## src/rtl/mem_port_arbiter.sv

```systemverilog
// rtl/mem_port_arbiter.sv - round-robin IF/LS arbiter for the shared fixed-latency memory port
// Optional: define ARB_LS_PRIORITY_EN for fixed LS-over-IF priority on contention.
module mem_port_arbiter #(
    parameter int AW      = 8,
    parameter int DW      = 8,
    parameter int MEM_LAT = 2
) (
    input  logic          clock,
    input  logic          reset,
    input  logic          if_req,
    input  logic [AW-1:0] if_addr,
    output logic          if_ack,
    input  logic          ls_req,
    input  logic          ls_we,
    input  logic [AW-1:0] ls_addr,
    input  logic [DW-1:0] ls_wdata,
    output logic          ls_ack,
    output logic [DW-1:0] rdata,
    output logic          mem_rd,
    output logic          mem_wr,
    output logic [AW-1:0] mem_addr,
    output logic [DW-1:0] mem_wdata,
    input  logic [DW-1:0] mem_rdata,
    output logic          busy,
    output logic          owner
);

    typedef enum logic [1:0] {
        S_IDLE   = 2'd0,
        S_ACCESS = 2'd1,
        S_RESP   = 2'd2
    } state_t;

    // cnt counts the remaining strobe cycles after the current one
    localparam logic [3:0] CNT_INIT = 4'(MEM_LAT - 1);

    state_t        state_q, state_d;
    logic [3:0]    cnt_q, cnt_d;
    logic [AW-1:0] addr_q, addr_d;
    logic [DW-1:0] wdata_q, wdata_d;
    logic [DW-1:0] rdata_q, rdata_d;
    logic          we_q, we_d;
    logic          owner_q, owner_d;
    logic          last_owner_q, last_owner_d;
    logic          mem_rd_q, mem_rd_d;
    logic          mem_wr_q, mem_wr_d;
    logic          if_ack_q, if_ack_d;
    logic          ls_ack_q, ls_ack_d;
    logic          busy_q, busy_d;
    logic          grant_ls;

    // Next-state, grant decision and registered-output values
    always_comb begin
        state_d      = state_q;
        cnt_d        = cnt_q;
        addr_d       = addr_q;
        wdata_d      = wdata_q;
        rdata_d      = rdata_q;
        we_d         = we_q;
        owner_d      = owner_q;
        last_owner_d = last_owner_q;
        mem_rd_d     = 1'b0;
        mem_wr_d     = 1'b0;
        if_ack_d     = 1'b0;
        ls_ack_d     = 1'b0;
        busy_d       = 1'b0;
        grant_ls     = 1'b0;
        case (state_q)
            S_IDLE: begin
                if (if_req || ls_req) begin
`ifdef ARB_LS_PRIORITY_EN
                    grant_ls = ls_req;
`else
                    // On contention the requester that did not go last wins
                    grant_ls = ls_req && (!if_req || !last_owner_q);
`endif
                    owner_d  = grant_ls;
                    addr_d   = grant_ls ? ls_addr : if_addr;
                    we_d     = grant_ls && ls_we;
                    wdata_d  = grant_ls ? ls_wdata : wdata_q;
                    cnt_d    = CNT_INIT;
                    mem_rd_d = !(grant_ls && ls_we);
                    mem_wr_d = grant_ls && ls_we;
                    busy_d   = 1'b1;
                    state_d  = S_ACCESS;
                end
            end
            S_ACCESS: begin
                busy_d = 1'b1;
                if (cnt_q == 4'd0) begin
                    if (!we_q) begin
                        rdata_d = mem_rdata;
                    end
                    last_owner_d = owner_q;
                    if_ack_d     = !owner_q;
                    ls_ack_d     = owner_q;
                    state_d      = S_RESP;
                end else begin
                    cnt_d    = cnt_q - 4'd1;
                    mem_rd_d = !we_q;
                    mem_wr_d = we_q;
                end
            end
            S_RESP: begin
                state_d = S_IDLE;
            end
            default: begin
                state_d = S_IDLE;
            end
        endcase
    end

    // State and output registers; reset aborts any transaction in flight
    always_ff @(posedge clock) begin
        if (!reset) begin
            state_q      <= S_IDLE;
            cnt_q        <= 4'd0;
            addr_q       <= '0;
            wdata_q      <= '0;
            rdata_q      <= '0;
            we_q         <= 1'b0;
            owner_q      <= 1'b0;
            last_owner_q <= 1'b1;
            mem_rd_q     <= 1'b0;
            mem_wr_q     <= 1'b0;
            if_ack_q     <= 1'b0;
            ls_ack_q     <= 1'b0;
            busy_q       <= 1'b0;
        end else begin
            state_q      <= state_d;
            cnt_q        <= cnt_d;
            addr_q       <= addr_d;
            wdata_q      <= wdata_d;
            rdata_q      <= rdata_d;
            we_q         <= we_d;
            owner_q      <= owner_d;
            last_owner_q <= last_owner_d;
            mem_rd_q     <= mem_rd_d;
            mem_wr_q     <= mem_wr_d;
            if_ack_q     <= if_ack_d;
            ls_ack_q     <= ls_ack_d;
            busy_q       <= busy_d;
        end
    end

    assign if_ack    = if_ack_q;
    assign ls_ack    = ls_ack_q;
    assign rdata     = rdata_q;
    assign mem_rd    = mem_rd_q;
    assign mem_wr    = mem_wr_q;
    assign mem_addr  = addr_q;
    assign mem_wdata = wdata_q;
    assign busy      = busy_q;
    assign owner     = owner_q;

endmodule

```

## config.mk

```make
export PLATFORM = sky130hd
export DESIGN_NAME = mem_port_arbiter
export DESIGN_NICKNAME = d
export VERILOG_FILES = /design/src/rtl/mem_port_arbiter.sv
export SDC_FILE = /design/constraint.sdc
export NUM_CORES = 1
export LEC_CHECK = 0
export CORE_MARGIN = 2
export CORE_UTILIZATION = 45
export DETAILED_ROUTE_END_ITERATION = 8
export MAX_ROUTING_LAYER = met4
export PLACE_DENSITY = 0.94
export SYNTH_ARGS = -nofsm -noshare
export SYNTH_HDL_FRONTEND = slang
export SYNTH_SLANG_ARGS = --single-unit
```

## constraint.sdc

```tcl
create_clock -name clock -period 4.5 [get_ports clock]
set_clock_uncertainty 0.1 [all_clocks]
set_input_delay 0.45 -clock clock [delete_from_list [all_inputs] [get_ports clock]]
set_output_delay 0.45 -clock clock [all_outputs]
set_load 0.05 [all_outputs]
```

==> flow_metrics.env, run 1 <==
export IMPL_tightest_slew_ns=1.231
export IMPL_cts_tree="yes"
export IMPL_die_width_um=62.84
export IMPL_areaGrowthSynthToFinish_pct=46.91
export IMPL_crit_buf_inv=1
export IMPL_globalplace_congestion=0.8383
export IMPL_worstReg2RegEnd="rdata[4]"
export IMPL_min_path_cells=2
export IMPL_utilization=0.6858
export IMPL_start_util=0.4668
export IMPL_fp_dieH_um=62.84
export IMPL_track_usage=0.2148
export IMPL_postSynthAreaPerCell_um2=8.512
export IMPL_timing_slew_headroom=0.1764
export IMPL_setup_viol=0
export IMPL_drt_iter0_drc=37
export IMPL_layout_common_cells="66 x clkdlybuf4s50_1, 38 x dfxtp_1, 33 x nand2_1, 24 x a21oi_1, 14 x o21ai_0"
export IMPL_hold_violations=0
export IMPL_rrSetupSlack_ns=2.46
export IMPL_wl_mm=3.870
export IMPL_min_to="rdata[5]"
export IMPL_synthCells=183
export IMPL_wire_per_inst_um=13.25
export IMPL_min_delay_start="rdata[5]"
export IMPL_path_clk_slew_ns=0.11
export IMPL_die_area_mm2=0.003948
export IMPL_yosysSeqAreaShare=0.4884
export IMPL_nFillCells=280
export IMPL_h_tree_depth=2
export IMPL_pin_count=67
export IMPL_netlist_area_mm2=0.001558
export IMPL_clock_sinks=38
export IMPL_drive_above_1_share=0.04472
export IMPL_r2r_cells=5
export IMPL_ctsLongestPathBuffers=2
export IMPL_yosysWarnings=0
export IMPL_antenna_found_initial=0
export IMPL_ir_drop_mv=0.2824
export IMPL_insertion_delay_ns=0.34
export IMPL_async_flop_share=0
export IMPL_pre_cts_slack_ns=2.022
export IMPL_status="finished clean"
export IMPL_cp_max_fo=5
export IMPL_finalCritPeriodShare=0.4819
export IMPL_firstDrtPassIters=5
export IMPL_cts_root_buf="clkbuf_4"
export IMPL_crit_family="buffers and inverters"
export IMPL_end_kind="primary output"
export IMPL_max_stage_delay_ns=0.85
export IMPL_diodes=0
export IMPL_cts_setup_buffers=0
export IMPL_synth_edf_count=0
export IMPL_vias_per_cell=5.260
export IMPL_port_buffer_count=66
export IMPL_tns_ns=0
export IMPL_final_area_mm2=0.002288
export IMPL_rsz0062_at_grt="false"
export IMPL_crit_chain="clkdlybuf4s50_1"
export IMPL_cellPowerDensity_mw_per_mm2=376.4
export IMPL_cts_buffers=5
export IMPL_grt_pass1_vias=1488
export IMPL_ctsHoldBuffers=0
export IMPL_critPathLaunchType="register"
export IMPL_drc=0
export IMPL_gr_total_overflow=0
export IMPL_fin_ws_ns=2.331
export IMPL_grt_pass1_wl_mm=6.527
export IMPL_period_needed_ns=2.169
export IMPL_ant_nets=0
export IMPL_critPathKind="reg2out"
export IMPL_worstSetupPathDepth=1
export IMPL_syn_nets=222
export IMPL_p_leak_uw=0.0008876
export IMPL_nNetsFinal=284
export IMPL_core_area_mm2=0.003337
export IMPL_num_rows=21
export IMPL_cp_slowest_cell="clkdlybuf4s50_1"
export IMPL_regToRegStartpoint="cnt_q[0]"
export IMPL_ys_types=30
export IMPL_arrival_ns=1.62
export IMPL_final_common_cell="clkdlybuf4s50_1"
export IMPL_dpl_cell_area_mm2=0.002228
export IMPL_via_count=1536
export IMPL_cp_required_ns=3.95
export IMPL_dpl_hpwl_mm=2.811
export IMPL_maxCapViolCount=0
export IMPL_cts_resized=0
export IMPL_finalMaxSlewViolations=0
export IMPL_fmax_mhz=461.1
export IMPL_grt_max_degree=23
export IMPL_ys_ff_latch=38
export IMPL_hold_slack_ns=0.3680
export IMPL_setup_worst_path_start="owner"
export IMPL_hp_class="reg2reg"
export IMPL_synth_top_flop_cell="dfxtp_1"
## sequential cells by signal (all words and copies together) (netlist names)
name / cells
mem_wdata: 8
cnt_q: 4
state_q: 2
mem_addr: 8
we_q: 1
rdata: 8
last_owner_q: 1
if_ack: 1
mem_wr: 1
busy: 1
ls_ack: 1
owner: 1
mem_rd: 1
## cell families (layout without fill, tap and decap cells)
kind of cell / Yosys count / count (layout) / synth area share
compound gates: 52 / 52 / 0.1992
fa+ha+maj: 2 / 2 / 0.01606
buf+inv: 16 / 79 / 0.04498
flops: 38 / 38 / 0.4884
mux: 8 / 8 / 0.05141
simple gates: 67 / 67 / 0.2000
## area by class of cell
class	instances	area [µm²]	area share
clock inverters	1	5.005	0.002187
well taps	46	57.56	0.02515
repair buffers	67	668.1	0.2920
inverters	4	15.01	0.006561
clock buffers	7	55.05	0.02406
flip-flops and latches	38	760.7	0.3324
multi-input cells	129	726.9	0.3177
## Yosys cell counts, drive strengths merged, types with 2 or more instances
cell type,count,share of area
nor2,6,0.014
a21oi,24,0.077
inv,4,0.0096
a311oi,8,0.045
or4,2,0.0096
dfxtp,38,0.49
nand2b,2,0.0080
nand3,12,0.039
nand2,33,0.080
or2,2,0.0080
mux2i,8,0.051
ha,2,0.016
or3,4,0.016
buf,4,0.016
o21ai,14,0.045
clkbuf,8,0.019
## how the worst max path moves through the flow
stage | endpoint | slack [ns]
global placement | ls_ack | 2.04
floorplan | rdata[0] | 2.68
finish | owner | 2.33
global route | ls_ack | 2.14
CTS | owner | 2.32
detailed placement | ls_ack | 2.02
## through the flow
step	total power, µW	std cells
3_5_place_dp	687.1	284
6_report	861.5	292
4_1_cts	866.2	292
5_1_grt	908.7	292
2_1_floorplan	584.1	183
3_3_place_gp	680.7	284
## power breakdown
part	switching, µW	internal [µW]	total, µW
Combinational	183	110	293
Sequential	18.2	369	387
Clock	105	75.7	181
Total	307	555	861
## routing by layer
layer	track usage	up-vias	part of all wire
met5	-	-	0
met4	0.06667	0	0.010
met3	0.08108	6	0.085
met2	0.3481	75	0.50
met1	0.2466	688	0.41
li1	-	767	-
Power figures use the tool's default switching activity.
==> inputs of run 2 (changes only) <==
--- a/config.mk
+++ b/config.mk
@@ -6,10 +6,10 @@
 export NUM_CORES = 1
 export LEC_CHECK = 0
 export CORE_MARGIN = 2
-export CORE_UTILIZATION = 45
+export CORE_UTILIZATION = 41
 export DETAILED_ROUTE_END_ITERATION = 8
 export MAX_ROUTING_LAYER = met4
-export PLACE_DENSITY = 0.94
+export PLACE_DENSITY = 0.87
 export SYNTH_ARGS = -nofsm -noshare
 export SYNTH_HDL_FRONTEND = slang
 export SYNTH_SLANG_ARGS = --single-unit
==> constraint.sdc (replaced) <==
create_clock -name clock -period 2.2 [get_ports clock]
set_clock_uncertainty 0.1 [all_clocks]
set_input_delay 0.22 -clock clock [delete_from_list [all_inputs] [get_ports clock]]
set_output_delay 0.22 -clock clock [all_outputs]
set_load 0.05 [all_outputs]
==> flow_metrics.env, run 2 (synthesis results as in run 1) <==
export IMPL_track_usage=0.1991
export IMPL_finalCritPeriodShare=0.9263
export IMPL_cts_tree="yes"
export IMPL_period_needed_ns=2.038
export IMPL_p_leak_uw=0.0009240
export IMPL_dpl_hpwl_mm=2.838
export IMPL_drc=0
export IMPL_setup_viol=0
export IMPL_maxCapViolCount=0
export IMPL_pin_count=67
export IMPL_nNetsFinal=287
export IMPL_cellPowerDensity_mw_per_mm2=820.5
export IMPL_via_count=1518
export IMPL_final_common_cell="clkdlybuf4s50_1"
export IMPL_areaGrowthSynthToFinish_pct=51.73
export IMPL_core_area_mm2=0.003661
export IMPL_drt_iter0_drc=80
export IMPL_grt_pass1_wl_mm=6.417
export IMPL_ir_drop_mv=0.4027
export IMPL_tns_ns=0
export IMPL_hp_class="reg2reg"
export IMPL_num_rows=22
export IMPL_cts_buffers=5
export IMPL_ctsHoldBuffers=0
export IMPL_grt_pass1_vias=1465
export IMPL_globalplace_congestion=0.8794
export IMPL_clock_sinks=38
export IMPL_cts_setup_buffers=0
export IMPL_drive_above_1_share=0.06024
export IMPL_tightest_slew_ns=0.7410
export IMPL_dpl_cell_area_mm2=0.002253
export IMPL_status="finished clean"
export IMPL_min_path_cells=2
export IMPL_fp_dieH_um=65.64
export IMPL_cp_required_ns=2.25
export IMPL_end_kind="register"
export IMPL_cts_resized=0
export IMPL_cp_max_fo=8
export IMPL_die_area_mm2=0.004309
export IMPL_final_area_mm2=0.002364
export IMPL_vias_per_cell=5.111
export IMPL_hold_slack_ns=0.3583
export IMPL_antenna_found_initial=0
export IMPL_diodes=0
export IMPL_firstDrtPassIters=4
export IMPL_port_buffer_count=66
export IMPL_ant_nets=0
export IMPL_cts_root_buf="clkbuf_8"
export IMPL_h_tree_depth=2
export IMPL_insertion_delay_ns=0.28
export IMPL_fmax_mhz=490.7
export IMPL_wl_mm=3.926
export IMPL_start_util=0.4255
export IMPL_wire_per_inst_um=13.22
export IMPL_layout_common_cells="66 x clkdlybuf4s50_1, 38 x dfxtp_1, 33 x nand2_1, 24 x a21oi_1, 14 x o21ai_0"
export IMPL_path_clk_slew_ns=0.07
export IMPL_hold_violations=0
export IMPL_rsz0062_at_grt="false"
export IMPL_r2r_cells=5
export IMPL_grt_max_degree=21
export IMPL_finalMaxSlewViolations=0
export IMPL_ctsLongestPathBuffers=2
export IMPL_die_width_um=65.64
export IMPL_timing_slew_headroom=0.5049
export IMPL_gr_total_overflow=0
export IMPL_critPathKind="reg2reg"
export IMPL_arrival_ns=2.09
export IMPL_critPathLaunchType="register"
==> run 2: changes by cell type in the layout (fill, tap and decap cells not counted) <==
cell | previous run | this run
clkbuf_1 | 1 | 0
clkbuf_8 | 1 | 8
buf_4 | 1 | 4
clkinv_2 | 1 | 0
clkbuf_4 | 5 | 0
==> run 2: layout make-up <==
cell class                      count  area (µm²)
Sequential cell                    38       760.7
Timing Repair Buffer               70       690.7
Clock buffer                        8       110.1
Inverter                            4       15.01
Tap cell                           48       60.06
Multi-Input combinational cell    129       726.9
Fill cell                         314        1297
==> run 2: metal layers <==
layer  track usage  vias to the layer above  share of wire
li1              -                      772              -
met1        0.2305                      686           0.42
met2        0.3220                       55           0.49
met3       0.06164                        5          0.077
met4       0.07813                        0          0.011
met5             -                        -              0
==> run 2: final timing paths <==
check | start | end | slack, ns
max | cnt_q[0] | rdata[5] | 0.16
min | rdata[2] | rdata[2] | 0.36
max reg2reg | cnt_q[0] | rdata[5] | 0.16
min reg2reg | rdata[2] | rdata[2] | 0.36
==> run 2: where the power goes <==
group / leakage, µW / switching [µW] / internal (µW)
Combinational: 0.000555 / 375 / 232
Sequential: 0.000312 / 36.7 / 755
Clock: 0.0000575 / 225 / 316
==> run 2: per-stage QoR <==
stage | util | total power, µW | setup WS, ns | cells
after floorplan | - | 1195 | 0.3814 | 183
after global placement | 0.6155 | 1400 | 0.2603 | 289
final | 0.6456 | 1939 | 0.1621 | 297
after detailed placement | 0.6155 | 1412 | 0.1699 | 289
after global routing | 0.6456 | 2043 | 0.03905 | 297
after CTS | 0.6456 | 1956 | 0.1595 | 297
==> run 2: critical path, stage by stage (launching register included) <==
cell	delay (ns)
dfxtp_1	0.31
inv_1	0.12
ha_1	0.17
or3b_1	0.43
or3_1	0.59
mux2i_1	0.19
==> variant, RTL diff (settings of run 1) <==
`DW`: 8 -> 12.
--- a/src/rtl/mem_port_arbiter.sv
+++ b/src/rtl/mem_port_arbiter.sv
@@ -3,5 +3,5 @@
 module mem_port_arbiter #(
     parameter int AW      = 8,
-    parameter int DW      = 8,
+    parameter int DW      = 12,
     parameter int MEM_LAT = 2
 ) (
Ports: changed (resized ls_wdata, mem_rdata, mem_wdata and rdata); port bits go from 67 to 83. No check against the original RTL was run, so the function may have changed too.
==> variant against run 1 <==
First-iteration DRC count up 140%. Design area rose by 23%. Worst setup slack worse by 140 ps. Synthesized cell count up 22%. Wire length grew 21%. Utilization rose by 1.5 points. Sequential power is 21% higher. Largest power group unchanged. Critical path depth grew 3. Sequential cell count increased by 8. Critical endpoint is now mem_addr[1]$_SDFFE_PN0P_. Area after synthesis up 22%. Sequential share of layout area fell by 0.62 points. Largest cell class unchanged. Maximum frequency shrank 6.1%. Power rose by 25%.
==> variant: results (changes against run 1) <==
flop2flop setup slack 2400 ps (-60 ps); leading cell types by count after synthesis dfxtp_1, nand2_1, a21oi_1, nand3_1, o21ai_0; Critical path origin reset; Clk Latency, worst-skew pair 300 ps (-40 ps); synth top area cells dfxtp_1, nand2_1, a21oi_1; CTS clk-pin slew, worst paths 80 ps (-30 ps); clk cell area share 3.24% (+0.61 points); drt pass-1 iters 4 (-1); comb_multi_in 155 (+20%); gp weighted congestion 0.774 (-7.7%); port bufs 82 (+24%); Nets 347 (+22%); Via density 5.37 (+2.0%); Worst Reg-to-Reg Cells 5 (unchanged); final WL 4690 um (+21%); Avg Cell Area, Syn 8.50 sq um (-0.13%); drt wl/cell 13.4 um (+0.88%); CP endpoint mem_addr[1]$_SDFFE_PN0P_; period utilisation layout 51.3% (+3.1 points); Sink Count 46 (+21%); layout cells sized above 1 4.65% (+0.18 points); Non-clk invs 7 (+3); synth unique cells 36 (+20%); post-place setup slack 1890 ps (-129 ps); first-pass GRT wire length 7870 um (+21%); vias in the first global route 1,799 (+21%); Logic pwr share 32.9% (-1.2 points); sequential element share of the synthesized area 48.4% (-0.48 points); HP Start rdata[2]$_SDFFE_PN0P_; register area 921 sq um (+21%); non-clock buffer count 85 (+27%); largest net degree at the start of global routing 32 (+39%); DR iter-0 viols 90 (+140%); clock power share 23.8% (+2.8 points); Lkg Pwr 1.04 nW (+18%); Placed Cells 343 (+21%); Seq area share 32.6% (-0.62 points); worst hold slack 362 ps (-6.30 ps); detailed placement HPWL 3510 um (+25%); row count 23 (+9.5%); Hold EP rdata[2]$_SDFFE_PN0P_; Max IR drop VDD 220 uV (-22%); placed cell area 2730 sq um (+23%); Critical Path Fanout Max 31 (+26); clk root buf clkbuf_8; postcts setup bufs 0 (unchanged); fillcell total 340 (+21%); Worst-Margin Slew 996 ps (-235 ps); fraction of area in multi-input gates 31.1% (-0.65 points); Final non-clock buffer share 29.9% (+0.68 points); status finished clean; PwrDens 383 nW/um^2 (+1.6%)
[variant: changes by cell type in the layout (fill, tap and decap cells not counted), sizes merged, moves of 2 or more]
cell,delta
buf,+2
nand2,+10
a21oi,+3
mux2i,+4
nand3,+3
clkdlybuf4s50,+16
inv,+2
dfxtp,+8
nor2,+2
or3,-2
a31oi,+2
nor3,+2
[variant: cell families (layout without fill, tap and decap cells)]
logic type,count (synthesis),in the layout,synth area share [%]
compound gates,59,59,18.5
fa+ha+maj,2,2,1.31
buf+inv,23,100,5.52
flops,46,46,48.4
mux,12,12,6.31
simple gates,82,82,20.0
[variant: metal layers]
metal	vias to the layer above	track usage [%]	share of wire [%]
li1	932	-	-
met1	884	22.2	40
met2	63	36.1	52
met3	5	7.31	7.0
met4	0	6.32	1.4
met5	-	-	0
[variant: critical path: stages]
cell,delay (ps)
clkdlybuf4s50_1,1120
clkinv_1,290
buf_4,290
a311oi_1,250
